File: src/rtl/mc_ctrl_pkg.sv
// mc_ctrl_pkg
// Shared definitions for the multicycle controller:
//   - state_t      : 4-bit main FSM state encoding
//   - ALU_*        : ALUControl operation codes
//   - OP_*         : instruction class (Op field)
//   - COND_*       : condition field codes
//   - CMD_*        : data-processing command codes (Funct[4:1])
//   - cond_check() : evaluates a condition field against {N,Z,C,V}
package mc_ctrl_pkg;

    typedef enum logic [3:0] {
        S_FETCH   = 4'd0,
        S_DECODE  = 4'd1,
        S_MEMADR  = 4'd2,
        S_MEMRD   = 4'd3,
        S_MEMWB   = 4'd4,
        S_MEMWR   = 4'd5,
        S_EXECR   = 4'd6,
        S_EXECI   = 4'd7,
        S_ALUWB   = 4'd8,
        S_BRANCH  = 4'd9,
        S_UNKNOWN = 4'd10
    } state_t;

    localparam logic [2:0] ALU_ADD = 3'd0;
    localparam logic [2:0] ALU_SUB = 3'd1;
    localparam logic [2:0] ALU_AND = 3'd2;
    localparam logic [2:0] ALU_ORR = 3'd3;
    localparam logic [2:0] ALU_EOR = 3'd4;

    localparam logic [1:0] OP_DP  = 2'b00;
    localparam logic [1:0] OP_MEM = 2'b01;
    localparam logic [1:0] OP_BR  = 2'b10;
    localparam logic [1:0] OP_UND = 2'b11;

    localparam logic [3:0] COND_EQ = 4'b0000;
    localparam logic [3:0] COND_NE = 4'b0001;
    localparam logic [3:0] COND_CS = 4'b0010;
    localparam logic [3:0] COND_CC = 4'b0011;
    localparam logic [3:0] COND_MI = 4'b0100;
    localparam logic [3:0] COND_PL = 4'b0101;
    localparam logic [3:0] COND_VS = 4'b0110;
    localparam logic [3:0] COND_VC = 4'b0111;
    localparam logic [3:0] COND_HI = 4'b1000;
    localparam logic [3:0] COND_LS = 4'b1001;
    localparam logic [3:0] COND_GE = 4'b1010;
    localparam logic [3:0] COND_LT = 4'b1011;
    localparam logic [3:0] COND_GT = 4'b1100;
    localparam logic [3:0] COND_LE = 4'b1101;
    localparam logic [3:0] COND_AL = 4'b1110;
    localparam logic [3:0] COND_NV = 4'b1111;

    localparam logic [3:0] CMD_AND = 4'b0000;
    localparam logic [3:0] CMD_EOR = 4'b0001;
    localparam logic [3:0] CMD_SUB = 4'b0010;
    localparam logic [3:0] CMD_ADD = 4'b0100;
    localparam logic [3:0] CMD_CMP = 4'b1010;
    localparam logic [3:0] CMD_ORR = 4'b1100;

    // flags ordered {N,Z,C,V}
    function automatic logic cond_check(input logic [3:0] cond, input logic [3:0] flags);
        logic n, z, c, v;
        logic res;
        {n, z, c, v} = flags;
        res = 1'b0;
        case (cond)
            COND_EQ: res = z;
            COND_NE: res = ~z;
            COND_CS: res = c;
            COND_CC: res = ~c;
            COND_MI: res = n;
            COND_PL: res = ~n;
            COND_VS: res = v;
            COND_VC: res = ~v;
            COND_HI: res = c & ~z;
            COND_LS: res = ~c | z;
            COND_GE: res = (n == v);
            COND_LT: res = (n != v);
            COND_GT: res = ~z & (n == v);
            COND_LE: res = z | (n != v);
            COND_AL: res = 1'b1;
            default: res = 1'b0;   // NV never executes
        endcase
        return res;
    endfunction

endpackage

File: src/rtl/mc_condlogic.sv
// mc_condlogic
// Flag register, condition evaluation and write-enable gating.
// Ports:
//   clk, reset      : clock, asynchronous active-low reset
//   cond            : instruction condition field
//   alu_flags       : {N,Z,C,V} from the ALU this cycle
//   flag_w          : [1] update {N,Z}, [0] update {C,V} (only nonzero in EXEC)
//   cond_latch      : high in DECODE; captures the condition result
//   fetch           : FSM is in FETCH
//   branch, reg_w,
//   mem_w, rd_is_pc : raw controls from the FSM / instruction decode
//   pc_write, reg_write, mem_write : gated datapath enables
module mc_condlogic
    import mc_ctrl_pkg::*;
(
    input  logic       clk,
    input  logic       reset,
    input  logic [3:0] cond,
    input  logic [3:0] alu_flags,
    input  logic [1:0] flag_w,
    input  logic       cond_latch,
    input  logic       fetch,
    input  logic       branch,
    input  logic       reg_w,
    input  logic       mem_w,
    input  logic       rd_is_pc,
    output logic       pc_write,
    output logic       reg_write,
    output logic       mem_write
);

    logic [3:0] flags_reg;
    logic       cond_ex_reg;
    logic       pcs;

    always_ff @(posedge clk or negedge reset) begin
        if (!reset) begin
            flags_reg   <= 4'b0000;
            cond_ex_reg <= 1'b0;
        end else begin
            // Condition is frozen in DECODE so flag writes later in the same
            // instruction cannot change whether it executes.
            if (cond_latch)
                cond_ex_reg <= cond_check(cond, flags_reg);
            if (flag_w[1] && cond_ex_reg)
                flags_reg[3:2] <= alu_flags[3:2];
            if (flag_w[0] && cond_ex_reg)
                flags_reg[1:0] <= alu_flags[1:0];
        end
    end

    // A register write targeting R15 becomes a PC write instead.
    assign pcs       = branch | (reg_w & rd_is_pc);
    assign pc_write  = (fetch & reset) | (pcs & cond_ex_reg);
    assign reg_write = reg_w & cond_ex_reg & ~rd_is_pc;
    assign mem_write = mem_w & cond_ex_reg;

endmodule

File: src/rtl/mc_controller.sv
// mc_controller
// Multicycle ARM-subset control unit: main FSM, ALU decoder and instruction
// decoder; condition/flag handling lives in mc_condlogic.
// Parameter: ALUCTRL_W (2 or 3); EOR is only decoded when 3.
// Optional feature: define MC_CTRL_STATE_OUT_EN to expose the FSM state on
// output State[3:0].
// Ports:
//   clk, reset (async active-low), Instr[19:0] = instruction bits [31:12],
//   ALUFlags {N,Z,C,V};
//   outputs PCWrite, IRWrite, RegWrite, MemWrite, AdrSrc, ALUSrcA,
//   RegSrc, ImmSrc, ALUSrcB, ResultSrc, ALUControl [, State].
module mc_controller
    import mc_ctrl_pkg::*;
#(
    parameter int ALUCTRL_W = 3
) (
    input  logic                 clk,
    input  logic                 reset,
    input  logic [19:0]          Instr,
    input  logic [3:0]           ALUFlags,
    output logic                 PCWrite,
    output logic                 IRWrite,
    output logic                 RegWrite,
    output logic                 MemWrite,
    output logic                 AdrSrc,
    output logic                 ALUSrcA,
    output logic [1:0]           RegSrc,
    output logic [1:0]           ImmSrc,
    output logic [1:0]           ALUSrcB,
    output logic [1:0]           ResultSrc,
    output logic [ALUCTRL_W-1:0] ALUControl
`ifdef MC_CTRL_STATE_OUT_EN
    ,
    output logic [3:0]           State
`endif
);

    // Instruction fields (Instr[19:0] holds bits 31:12)
    logic [3:0] cond;
    logic [1:0] op;
    logic [5:0] funct;
    logic [3:0] rd;
    assign cond  = Instr[19:16];
    assign op    = Instr[15:14];
    assign funct = Instr[13:8];
    assign rd    = Instr[3:0];

    state_t state_reg, state_next;

    always_ff @(posedge clk or negedge reset) begin
        if (!reset)
            state_reg <= S_FETCH;
        else
            state_reg <= state_next;
    end

    always_comb begin
        state_next = S_FETCH;
        case (state_reg)
            S_FETCH:  state_next = S_DECODE;
            S_DECODE: begin
                case (op)
                    OP_MEM:  state_next = S_MEMADR;
                    OP_DP:   state_next = funct[5] ? S_EXECI : S_EXECR;
                    OP_BR:   state_next = S_BRANCH;
                    default: state_next = S_UNKNOWN;
                endcase
            end
            S_MEMADR: state_next = funct[0] ? S_MEMRD : S_MEMWR;
            S_MEMRD:  state_next = S_MEMWB;
            S_EXECR,
            S_EXECI:  state_next = S_ALUWB;
            default:  state_next = S_FETCH;
        endcase
    end

    // ALU decoder: unsupported commands fall back to ADD and are flagged
    // invalid so that neither the register file nor the flags are touched.
    logic [2:0] alu_dec;
    logic       dec_valid;
    logic       is_cmp;
    logic       is_arith;
    logic [1:0] flag_w_dec;

    always_comb begin
        alu_dec   = ALU_ADD;
        dec_valid = 1'b1;
        is_cmp    = 1'b0;
        is_arith  = 1'b0;
        case (funct[4:1])
            CMD_ADD: begin alu_dec = ALU_ADD; is_arith = 1'b1; end
            CMD_SUB: begin alu_dec = ALU_SUB; is_arith = 1'b1; end
            CMD_AND: alu_dec = ALU_AND;
            CMD_ORR: alu_dec = ALU_ORR;
            CMD_CMP: begin alu_dec = ALU_SUB; is_arith = 1'b1; is_cmp = 1'b1; end
            CMD_EOR: begin
                if (ALUCTRL_W == 3)
                    alu_dec = ALU_EOR;
                else
                    dec_valid = 1'b0;
            end
            default: dec_valid = 1'b0;
        endcase
        flag_w_dec = 2'b00;
        if (dec_valid && (funct[0] || is_cmp))
            flag_w_dec = is_arith ? 2'b11 : 2'b10;
    end

    // State-dependent control outputs
    logic [2:0] alu_ctrl;
    logic [1:0] flag_w;
    logic       reg_w;
    logic       mem_w;
    logic       branch;
    logic       fetch;

    always_comb begin
        fetch     = 1'b0;
        AdrSrc    = 1'b0;
        ALUSrcA   = 1'b0;
        ALUSrcB   = 2'b00;
        ResultSrc = 2'b00;
        alu_ctrl  = ALU_ADD;
        flag_w    = 2'b00;
        reg_w     = 1'b0;
        mem_w     = 1'b0;
        branch    = 1'b0;
        case (state_reg)
            S_FETCH: begin
                fetch     = 1'b1;
                ALUSrcA   = 1'b1;
                ALUSrcB   = 2'b10;
                ResultSrc = 2'b10;
            end
            S_DECODE: begin
                ALUSrcA   = 1'b1;
                ALUSrcB   = 2'b10;
                ResultSrc = 2'b10;
            end
            S_MEMADR: ALUSrcB = 2'b01;
            S_MEMRD:  AdrSrc  = 1'b1;
            S_MEMWB: begin
                ResultSrc = 2'b01;
                reg_w     = 1'b1;
            end
            S_MEMWR: begin
                AdrSrc = 1'b1;
                mem_w  = 1'b1;
            end
            S_EXECR: begin
                alu_ctrl = alu_dec;
                flag_w   = flag_w_dec;
            end
            S_EXECI: begin
                ALUSrcB  = 2'b01;
                alu_ctrl = alu_dec;
                flag_w   = flag_w_dec;
            end
            S_ALUWB:  reg_w = dec_valid & ~is_cmp;
            S_BRANCH: begin
                ALUSrcB   = 2'b01;
                ResultSrc = 2'b10;
                branch    = 1'b1;
            end
            default: ;
        endcase
    end

    assign IRWrite    = fetch & reset;
    assign ALUControl = alu_ctrl[ALUCTRL_W-1:0];
    assign ImmSrc     = op;
    assign RegSrc     = {op == OP_MEM, op == OP_BR};

    mc_condlogic u_condlogic (
        .clk        (clk),
        .reset      (reset),
        .cond       (cond),
        .alu_flags  (ALUFlags),
        .flag_w     (flag_w),
        .cond_latch (state_reg == S_DECODE),
        .fetch      (fetch),
        .branch     (branch),
        .reg_w      (reg_w),
        .mem_w      (mem_w),
        .rd_is_pc   (rd == 4'hF),
        .pc_write   (PCWrite),
        .reg_write  (RegWrite),
        .mem_write  (MemWrite)
    );

`ifdef MC_CTRL_STATE_OUT_EN
    assign State = state_reg;
`endif

    // Rn is decoded by the datapath; the top ALU bit is dropped when ALUCTRL_W=2.
    logic unused_bits;
    assign unused_bits = ^{Instr[7:4], alu_ctrl};

endmodule

File: config.mk
export PLATFORM = sky130hd
export DESIGN_NAME = mc_controller
export DESIGN_NICKNAME = d
export VERILOG_FILES = /design/src/rtl/mc_ctrl_pkg.sv /design/src/rtl/mc_condlogic.sv /design/src/rtl/mc_controller.sv
export SDC_FILE = /design/constraint.sdc
export NUM_CORES = 1
export LEC_CHECK = 0
export CAP_MARGIN = 20
export CELL_PAD_IN_SITES_DETAIL_PLACEMENT = 0
export CELL_PAD_IN_SITES_GLOBAL_PLACEMENT = 2
export CORE_MARGIN = 1
export CORE_UTILIZATION = 32
export DETAILED_ROUTE_END_ITERATION = 7
export DONT_BUFFER_PORTS = 1
export GPL_TIMING_DRIVEN = 0
export PLACE_DENSITY_LB_ADDON = 0.2
export SLEW_MARGIN = 20
export SYNTH_ARGS = -nofsm -noshare
export SYNTH_HDL_FRONTEND = slang
export SYNTH_SLANG_ARGS = --single-unit
File: constraint.sdc
create_clock -name clk -period 2.1 [get_ports clk]
set_input_delay 0.21 -clock clk [delete_from_list [all_inputs] [get_ports clk]]
set_output_delay 0.21 -clock clk [all_outputs]
set_load 0.03 [all_outputs]
---- After elaboration in Yosys (flattened, before gate mapping) ----
Index checks and enable logic that the tools add are counted.
storage, ports and cells
  input port bits ......................... 26
  bits in registers ....................... 9
cells by class
  reductions and logical operators ........ 16
  multiplexer cells ....................... 21
  equal/unequal tests ..................... 33
  bitwise gates (word level) .............. 19
operators by type and width
  operator                                                         count
  4-bit == test, second input constant                             12
  4-bit by 3-bit == test with 1-bit output, second input constant  9
  4-bit by 2-bit == test with 1-bit output, second input constant  5
  4-bit one-hot mux with 5 select lines                            1
  1-bit one-hot mux with 15 select lines                           1
  4-bit by 1-bit == test with 1-bit output, second input constant  3
  4-bit logical NOT                                                3
  3-bit one-hot mux with 4 select lines                            1
  4-bit one-hot mux with 3 select lines                            1
  1-bit two-way mux                                                10
  1-bit bitwise AND                                                9
  3-bit OR reduction                                               3
  2-bit one-hot mux with 2 select lines                            2
  2-bit OR reduction                                               4
  3-bit two-way mux                                                2
  1-bit inverter                                                   6
  6-bit OR reduction                                               1
  2-bit two-way mux                                                2
  1-bit OR                                                         4
  1-bit logical AND                                                3
  2-bit by 1-bit == test with 1-bit output, second input constant  1
  2-bit == test, second input constant                             1
  2-bit logical NOT                                                1
  1-bit one-hot mux with 2 select lines                            1
  other kinds (3)                                                  3

---- Logic depth before layout (Yosys ltp) ----
  word-level depth ........................ 9
  depth in mapped cells ................... 5
  depth with buffers taken out ............ 4

---- By module ----
A second synthesis with hierarchy kept.
second synthesis, totals
  cell total of the unflattened synthesis .. 107
  area total of the unflattened synthesis .. 902.1 um^2
modules (own cells, without submodules)
  module         area each (um^2)  cells each  instances
  mc_controller  520.5             68          1
  mc_condlogic   381.6             39          1

---- Worst setup path before layout ----
No wires, ideal clock.
  path kind ............................... register to output
  start ................................... reg state_reg[2]
  end ..................................... out IRWrite
  cell stages (with the launch flop) ...... 5
  buffers on the path ..................... 2
  data required time ...................... 1.890 ns
  setup slack ............................. -0.099 ns
  data arrival time ....................... 1.989 ns
  cell sequence ........................... dfrtp_1 -> buf_4 -> or2_2 -> clkbuf_1 -> nor4b_1
between the ends
  cells in the longest elaborated chain, start to end .. 3
RTL lines
  what                      line                  RTL
  start: declaration        mc_controller.sv:48   state_t state_reg, state_next;
  start signal: assignment  mc_controller.sv:54   state_reg <= state_next;
  4-bit logical NOT         mc_controller.sv:128  case (state_reg)
  1-bit two-way mux         mc_controller.sv:128
  1-bit bitwise AND         mc_controller.sv:169  assign IRWrite = fetch & reset;
  end: declaration          mc_controller.sv:22   output logic IRWrite,
Every way passes these cells.

---- Final worst setup path ----
  start ................................... reg state_reg[3]
  end ..................................... out ALUControl[1]
between the ends
  cells in the longest elaborated chain, start to end .. 3
  elaborated cells on any way between the ends .. 4
  those cells by class .................... eq/ne (2); mux (1); reduce/logical (1)
RTL lines
  what                                      line                  RTL
  4-bit by 3-bit == test with 1-bit output  mc_controller.sv:128
  2-bit OR reduction (no line) (*)          n/a
  3-bit two-way mux (*)                     mc_controller.sv:128
  end: declaration                          mc_controller.sv:31   output logic [ALUCTRL_W-1:0] ALUControl
Every way passes the cells marked *; elsewhere a longest branch is shown, timed or not.

==> flow_summary_export.csv <==
group,metric,value,unit
min_path,hold_start,"Instr[15]",
die,std_cell_rows,19,
cells_and_area,layout-drive-gt1-share,27.3,%
placement,dpl.hpwl,1.72,mm
route,dr.first_iter.drc_count,35,
setup_path,rr_endpoint,"u_condlogic.flags_reg[3]$_DFFE_PN0P_",
pwr,powerDensity,1250,mW/mm2
cells_and_area,n_antenna_cell,0,
sta,fin_worst_skew,0.00229,ns
route,met3_length,154,um
sta,finalSetupTns,0,ns
logic_synthesis,syn_nets,142,
route,top_layer_used,"met4",
cells_and_area,nNetsFinal,148,
clocking,clock_path_buffers,2,
sta,fin_crit,2.04,ns
placement,gp_congestion,0.718,
setup_path,reg2regPathDepth,5,
die,die-area,0.00329,mm2
logic_synthesis,yosysMostFrequentCell,"nor2_1",
die,ios,43,
status,violations,"design-rule violations",
route,met1Wirelength,1.13,mm
setup_path,cp_max_fo,10,
die,start_util,34.6,%
pwr,ir_drop,864,uV
cells_and_area,final_area,0.00110,mm2
route,postRouteWirelength,2.23,mm
clocking,clkTransAtPathRegs,0.06,ns
setup_path,cp-start-kind,"flop",
die,core,0.00283,mm2
logic_synthesis,synth_top_area_cell,"dfrtp_1",
setup_path,arrival,1.83,ns
logic_synthesis,synth-edff-count,0,
route,antenna_left,0,
min_path,hold_path.class,"input pin to flop",
route,viasPerCell,5.64,
setup_path,regToRegSetupSlack,0.47,ns
die,die_h,57.3,um
sta,setup-violations-final,0,
clocking,cts_buffers,3,
route,wl_per_cell,14.7,um
clocking,cts_max_level,1,
logic_synthesis,synthCells,116,
global_route,gr-total-overflow,0,
sta,worst_pin_slew,0.979,ns
setup_path,cp-end-kind,"primary output",
route,vias,857,
min_path,hold_depth,2,
global_route,grt_max_degree,11,
logic_synthesis,synthTopCellsByArea,"dfrtp_1 (23%), nor2_1 (4.2%), nor2b_1 (3.8%)",
sta,whs,0.0668,ns
global_route,grt_use_total,14.7,%
sta,drv_slew,0,
setup_path,reg2reg_from,"state_reg[3]$_DFF_PN0_",
clocking,clock-sinks,9,
logic_synthesis,avgSynthCellArea,8.45,um2
logic_synthesis,yosysWarnings,0,
logic_synthesis,synth_commonest_cells,"nor2_1 (11), dfrtp_1 (9), nand2_1 (6), nor2b_1 (6), a21oi_1 (5)",
global_route,grt_pass1_vias,803,
global_route,grt_pass1_wl,3.77,mm
logic_synthesis,seq_area_frac_synth,23.0,%
logic_synthesis,syn-cell-area,980,um2
run,cap_violations,0,
route,remaining_drc_errors,6,
logic_synthesis,synth-seq-cells,9,
placement,io_buffers,0,
cells_and_area,synthToLayoutAreaGrowth,12.1,%
route,met2WireLength,938,um
pwr,power_leakage,0.430,nW
sta,fmax,491,MHz
status,status,"complete, but fails checks",
clocking,clk_latency,0.26,ns
global_route,antenna_found_initial,0,
setup_path,required,1.89,ns
logic_synthesis,async_reset_ff_share,100,%
sta,slew_headroom,34.4,%
min_path,min_to,"state_reg[3]$_DFF_PN0_",
logic_synthesis,synthFlopType,"dfrtp_1",
setup_path,criticalPathCategory,"flop to primary output",
sta,rsz0062_at_grt,"false",
logic_synthesis,ys_types,48,
placement,placed_cell_area,0.00103,mm2
die,die_w,57.3,um
clocking,postCtsSetupRepairBufs,0,
route,first_pass_iters,6,
clocking,cts_tree,"done",
sta,hold_violations,0,
sta,finalCritPeriodShare,97.0,%
logic_synthesis,netlist.area_leader.share,23.0,%
clocking,cts-root-buf,"clkbuf_4",
-- report_power, final --
group          switching [mW]  leakage, nW  internal, mW
clock                  0.0570       0.0150        0.0730
combinational           0.611        0.297         0.327
sequential             0.0614        0.118         0.240
total                   0.729        0.430         0.640
-- worst max-delay path: stages, from the launching register on --
cell and delay, ns:
dfrtp_1 0.37, buf_6 0.14, nand2b_4 0.15, or2_4 0.27, nor4_2 0.64
-- through the flow --
step	util (%)	total power [mW]	std cells	setup WS [ns]
2_1_floorplan	-	1.07	116	0.0565
3_3_place_gp	36.2	1.18	147	-0.0252
3_5_place_dp	36.4	1.19	147	0.191
4_1_cts	38.5	1.37	152	0.0170
5_1_grt	38.8	1.47	152	0.00289
6_report	38.8	1.37	152	0.0621
-- metal layers --
layer / up-vias / GRT usage (%)
met5: - / 0
met4: 0 / 5.23
met3: 2 / 3.17
met2: 33 / 22.5
met1: 393 / 20.4
li1: 429 / -
-- cell usage in the layout (no fill, tap or decap), types with 4 or more instances in the layout --
master,n
nor2b_1,5
dfrtp_1,9
nor2_1,11
xor2_1,4
nand2_1,6
a21oi_1,5
inv_1,4
buf_4,4
-- cell type report --
class	instances	area, um2
Multi-Input combinational cell	92	708
Inverter	4	15.0
Buffer	11	75.1
Timing Repair Buffer	1	10.0
Fill cell	283	1730
Sequential cell	9	225
Tap cell	31	38.8
Clock buffer	4	26.3
-- worst max path at each step --
stage | startpoint | to | cells after the start
after floorplan | state_reg[3]$_DFF_PN0_ | ALUControl[1] | 4
after global placement | state_reg[3]$_DFF_PN0_ | ALUControl[1] | 4
after detailed placement | state_reg[0]$_DFF_PN0_ | PCWrite | 4
after CTS | state_reg[0]$_DFF_PN0_ | ALUSrcB[0] | 3
after global routing | state_reg[3]$_DFF_PN0_ | ALUControl[1] | 4
final | state_reg[3]$_DFF_PN0_ | ALUControl[1] | 4
-- cells by family (layout without fill, tap and decap cells) --
family	Yosys count	count (layout)	share of synthesized area (%)
AND/OR/NAND/NOR	54	54	36.3
AO/OA/AOI/OAI	24	24	17.5
buffers and inverters	15	20	9.19
flip-flops	9	9	23.0
XOR/XNOR	7	7	6.26
multiplexers	7	7	7.79
-- what timing repair did --
item,4_1_cts,5_1_grt
setup endpoints to repair,3,2
hold endpoints to repair,9,0
gates cloned,0,0
hold buffers,1,0
resized for setup,3,2
Note: power is estimated with default switching activity, not from simulation.
